**config.mk**
```make
export PLATFORM = sky130hd
export DESIGN_NAME = first_m
export DESIGN_NICKNAME = d
export VERILOG_FILES = /design/src/rtl/first_m.sv
export SDC_FILE = /design/constraint.sdc
export NUM_CORES = 1
export LEC_CHECK = 0
export CORE_AREA = 2 2 39 41
export DETAILED_ROUTE_END_ITERATION = 16
export DIE_AREA = 0 0 41 43
export SYNTH_ARGS = -nofsm -noshare
export SYNTH_HDL_FRONTEND = slang
export SYNTH_SLANG_ARGS = --single-unit
```
**constraint.sdc**
```tcl
create_clock -name clk -period 1.7 [get_ports clk]
set_input_delay 0.425 -clock clk [delete_from_list [all_inputs] [get_ports clk]]
set_output_delay 0.425 -clock clk [all_outputs]
set_load 0.05 [all_outputs]
```
**src/rtl/first_m.sv**
```systemverilog
// rtl/first_m.sv - five-input registered threshold voter with glitch filter
module first_m #(
    parameter int THRESHOLD    = 3,
    parameter int FILTER_DEPTH = 2
) (
    input  logic       clk,
    input  logic       rst,
    input  logic       A,
    input  logic       B,
    input  logic       C,
    input  logic       D,
    input  logic       E,
    output logic       F,
    output logic [2:0] COUNT
);

    // Parameters narrowed once so every comparison below is width-matched.
    localparam logic [2:0] THR_VAL    = 3'(THRESHOLD);
    localparam logic [3:0] LAST_COUNT = 4'(FILTER_DEPTH - 1);

    // Reject out-of-range parameters while the design is being elaborated.
    generate
        if (THRESHOLD < 1 || THRESHOLD > 5) begin : g_bad_threshold
            $error("first_m: THRESHOLD must be in 1..5");
        end
        if (FILTER_DEPTH < 1 || FILTER_DEPTH > 15) begin : g_bad_filter_depth
            $error("first_m: FILTER_DEPTH must be in 1..15");
        end
    endgenerate

    logic [2:0] pop_count;
    logic       vote;
    logic [3:0] stab_cnt;
    logic [3:0] stab_next;
    logic       f_next;

    // Popcount of the raw inputs; they are sampled without synchronizers.
    always_comb begin
        pop_count = {2'b00, A} + {2'b00, B} + {2'b00, C} + {2'b00, D} + {2'b00, E};
    end

    // The vote is taken from the registered count, not the raw inputs.
    always_comb begin
        vote = (COUNT >= THR_VAL);
    end

    // Filter: a disagreeing vote must persist FILTER_DEPTH cycles before F follows;
    // any return to agreement clears the run so short pulses never propagate.
    always_comb begin
        f_next    = F;
        stab_next = 4'd0;
        if (vote != F) begin
            if (stab_cnt == LAST_COUNT) begin
                f_next = vote;
            end else begin
                stab_next = stab_cnt + 4'd1;
            end
        end
    end

    // State register; reset wins over any in-flight filter count.
    always_ff @(posedge clk) begin
        if (rst) begin
            COUNT    <= 3'd0;
            F        <= 1'b0;
            stab_cnt <= 4'd0;
        end else begin
            COUNT    <= pop_count;
            F        <= f_next;
            stab_cnt <= stab_next;
        end
    end

endmodule

```
[Yosys cells after proc, flatten, opt, wreduce, memory -nomap -nowiden]
Index checks and enable logic that the tools add are counted.
Cells by class
  add/subtract/negate cells: 5
  magnitude comparators: 1
  equal/unequal tests: 2
  bitwise gates (word level): 1
  reductions and logical operators: 2
Operators by type and width (count)
  3-bit by 1-bit adder with 3-bit output: 2
  4-bit by 1-bit adder with 4-bit output, second input constant: 1
  4-bit by 1-bit == test with 1-bit output, second input constant: 1
  2-bit by 1-bit adder with 3-bit output: 1
  3-bit by 2-bit greater-or-equal comparator with 1-bit output, second input constant: 1
  3-bit OR reduction: 1
  1-bit by 1-bit adder with 2-bit output: 1
  2-bit AND reduction: 1
  1-bit inequality test: 1
  1-bit NOT: 1
Word-level totals
  register bits after elaboration: 8
  output and inout port bits: 4
  word-level logic and storage cells: 14

[Depth between registers and ports, before layout]
  depth after elaboration: 4
  mapped depth: 5
  mapped depth without buffers: 5

[Worst setup path before layout]
Ideal clock, no wire load.
  path type: input -> register
  start point: input A
  end point: register COUNT[1]
  library setup time: 114 ps
  data arrival time: 1643 ps
  required time: 1586 ps
  slack: -57 ps
  stages: 4
  path buffers: 0
  path through: fa_1 -> fa_1 -> ha_1 -> nor2b_1
On the way
  cells in the longest elaborated chain, start to end: 4
Ends and longest elaborated chain
  from (decl): line 8  | input logic A,
  1-bit by 1-bit adder with 2-bit output: line 39  | pop_count = {2'b00, A} + {2'b00, B} + {2'b00, C} + {2'b00, D} + {2'b00, E};
  2-bit by 1-bit adder with 3-bit output: line 39
  3-bit by 1-bit adder with 3-bit output (2 in series): line 39
  named net pop_count[1]: line 31  | logic [2:0] pop_count;
  to (signal assigned): line 68  | COUNT <= pop_count;
  to (decl): line 14  | output logic [2:0] COUNT
The timed path passes the listed nets, and every way through them passes these cells.
A chain may end at the register's enable or synchronous reset.

[Final worst setup path]
  start point: input D
  end point: register COUNT[1]
On the way
  cells in the longest elaborated chain, start to end: 2
Ends and longest elaborated chain
  from (decl): line 11  | input logic D,
  3-bit by 1-bit adder with 3-bit output (2 in series): line 39
  named net pop_count[1]: line 31
The timed path passes the listed nets, and every way through them passes these cells.

==> impl_metrics.py <==
metrics = {
    "placement": {
        "gp_congestion": 0.642,
        "io_buffers": 10,
        "dp_hpwl_um": 480,
    },
    "yosys": {
        "ys_seq_elements": 8,
        "yosysSeqAreaShare_pct": 43.8,
        "synth-warning-count": 0,
        "netlist_area_um2": 365,
        "syn_avg_cell_area_um2": 11.8,
        "syn_inst": 31,
        "synth_cell_types": 14,
        "synth_fp_nets": 43,
    },
    "sta": {
        "rsz0062_at_grt": "false",
        "finalMaxSlewViolations": 0,
        "slew_headroom_pct": 78.9,
        "worst_pin_slew_ps": 307,
        "finalCritPeriodShare_pct": 97.6,
        "finalSetupViolCount": 0,
        "final.min_clock_period_ps": 1660,
        "finalClockSkew_ps": 3.33,
        "whs_ps": 500,
        "hold_viol_final": 0,
        "fmax_mhz": 603,
    },
    "finish": {
        "fillers": 144,
        "drive_gt1_share_pct": 33.3,
        "nNetsFinal": 59,
        "fin_util_pct": 36.5,
        "diodes": 0,
        "area_growth_pct": 38.4,
        "seq_area_um2": 160,
        "multiInputGateArea_um2": 204,
    },
    "run": {
        "maxCapViolations": 0,
    },
    "clock_tree": {
        "cts-root-buf": "clkbuf_4",
        "clock_latency_ps": 240,
        "clk_pin_slew_worst_paths_ps": 50,
        "cts_htree_levels": 1,
        "cts_tree": "done",
        "clock_path_buffers": 2,
        "cts_buffers": 3,
        "hold_buffers": 0,
        "clock_sinks": 8,
    },
    "floorplanning": {
        "rows": 14,
        "design.portCount": 11,
        "die_area_um2": 1760,
        "dieHeight_um": 43,
        "coreArea_um2": 1380,
        "start_util_pct": 26.4,
        "die_x_um": 41,
    },
    "routing": {
        "dr.pass1.iters": 3,
        "drc_errors": 0,
        "antenna_left": 0,
        "via_count": 251,
        "drtIter0Drc": 3,
        "post_drt_wl_per_cell_um": 9.25,
        "drt_wl_total_um": 564,
        "vias_per_cell": 4.11,
    },
    "pwr": {
        "cellLeakagePower_nw": 0.206,
        "seqPwrFrac_pct": 43.9,
        "vdd_drop_max_v": 0.000328,
        "p_sw_share_pct": 30.0,
        "combPwrFrac_pct": 28.2,
        "p_sw_uw": 149,
        "clkPwrFrac_pct": 27.9,
        "p_int_uw": 347,
        "p_per_area_nw_per_um2": 982,
    },
    "critical_path": {
        "start_kind": "input port",
        "criticalPathCategory": "in -> reg",
        "critPathCaptureType": "register",
        "reg2reg_depth": 4,
        "crit_path_max_fanout": 1,
        "critPathRequiredTime_ps": 1840,
        "arrival_ps": 1800,
        "r2r_slack_ps": 510,
    },
    "global_route": {
        "grt_overflow_total": 0,
        "grt_max_degree": 6,
        "grt_first_pass_wirelength_um": 966,
        "grt_pass1_vias": 231,
        "grtUsageTotal_pct": 8.19,
        "grt_antenna_before_repair": 0,
    },
    "worst_hold_path": {
        "hold_class": "reg -> reg",
        "hold_path_depth": 1,
    },
    "status": {
        "status": "completed",
    },
}
sequential cells by signal, indices dropped and copies added, names as in the netlist:
register	cells
stab_cnt	4
COUNT	3
F	1
synthesized netlist by cell type:
cell type,instances,share of area (%)
inv_1,1,1.0
nor3_1,3,4.1
nor2_1,3,3.1
fa_1,2,11
mux2i_1,1,2.7
nand3_1,1,1.4
xnor2_1,1,2.4
dfxtp_1,8,44
xor2_1,1,2.4
a211oi_2,1,3.4
nor3b_4,1,5.1
nor2b_1,4,6.8
ha_1,3,10
a21oi_2,1,2.4
worst paths after layout:
path | from | to
worst max-delay path | D | COUNT[1]$_SDFF_PP0_
worst min-delay path | stab_cnt[0]$_SDFF_PP0_ | stab_cnt[0]$_SDFF_PP0_
worst min register to register | stab_cnt[0]$_SDFF_PP0_ | stab_cnt[0]$_SDFF_PP0_
worst max register to register | stab_cnt[0]$_SDFF_PP0_ | F$_SDFFE_PP0P_
timing repair:
| item | CTS | global route |
|---|---|---|
| setup buffers | 0 | 0 |
| endpoints found under the setup margin | 3 | 0 |
| gates resized for setup | 11 | 0 |
metrics by stage:
stage	cells	area [µm²]	TNS (ps)	power [mW]	setup slack [ps]
3_3_place_gp	58	498	-1250	0.364	-486
3_5_place_dp	58	498	-1310	0.367	-505
4_1_cts	61	505	0	0.505	28.1
5_1_grt	61	505	0	0.528	19.0
6_report	61	505	0	0.496	40.4
2_1_floorplan	31	368	-24.1	0.308	-24.1
power by group through the flow:
stage               clock, mW  combinational (mW)  sequential, mW
finish                  0.138               0.140           0.218
global route            0.157               0.150           0.221
CTS                     0.144               0.142           0.218
detailed placement          0               0.145           0.222
global placement            0               0.141           0.222
floorplan                   0              0.0477           0.260
per-layer routing:
layer / up-vias / global-route usage [%] / wire length [µm]
li1: 133 / - / -
met1: 111 / 11.5 / 259
met2: 7 / 11.6 / 275
met3: 0 / 3.14 / 29
met4: 0 / 2.00 / 0
met5: - / 0 / 0
cells in the final DEF (no fill, tap or decap):
master / count
dfxtp_1: 8
nor2b_1: 4
buf_4: 4
nor2_1: 3
nor3_1: 3
ha_1: 3
clkbuf_4: 3
buf_2: 3
clkdlybuf4s50_1: 3
a21oi_2: 1
mux2i_1: 1
nor3b_4: 1
a211oi_2: 1
nand3_1: 1
xor2_1: 1
xnor2_1: 1
inv_1: 1
fa_1: 1
fa_2: 1
buf_12: 1
critical path, stage by stage:
cell and delay [ps]:
buf_2 110, fa_1 500, fa_2 370, ha_1 280, nor2b_1 120
cell families after synthesis:
logic type | share of synthesized area, %
AND/OR/NAND/NOR | 20.5
buffers and inverters | 1.03
AO/OA/AOI/OAI | 5.82
XOR/XNOR | 4.80
multiplexers | 2.74
adder cells (fa/ha/maj) | 21.2
flip-flops | 43.8
layout make-up:
type	count	share of cell area (%)
Multi-Input combinational cell	22	40.3
Sequential cell	8	31.7
Timing Repair Buffer	11	18.8
Clock buffer	3	4.46
Tap cell	16	3.96
Inverter	1	0.743
No activity file was read; power rests on OpenSTA's default activity.
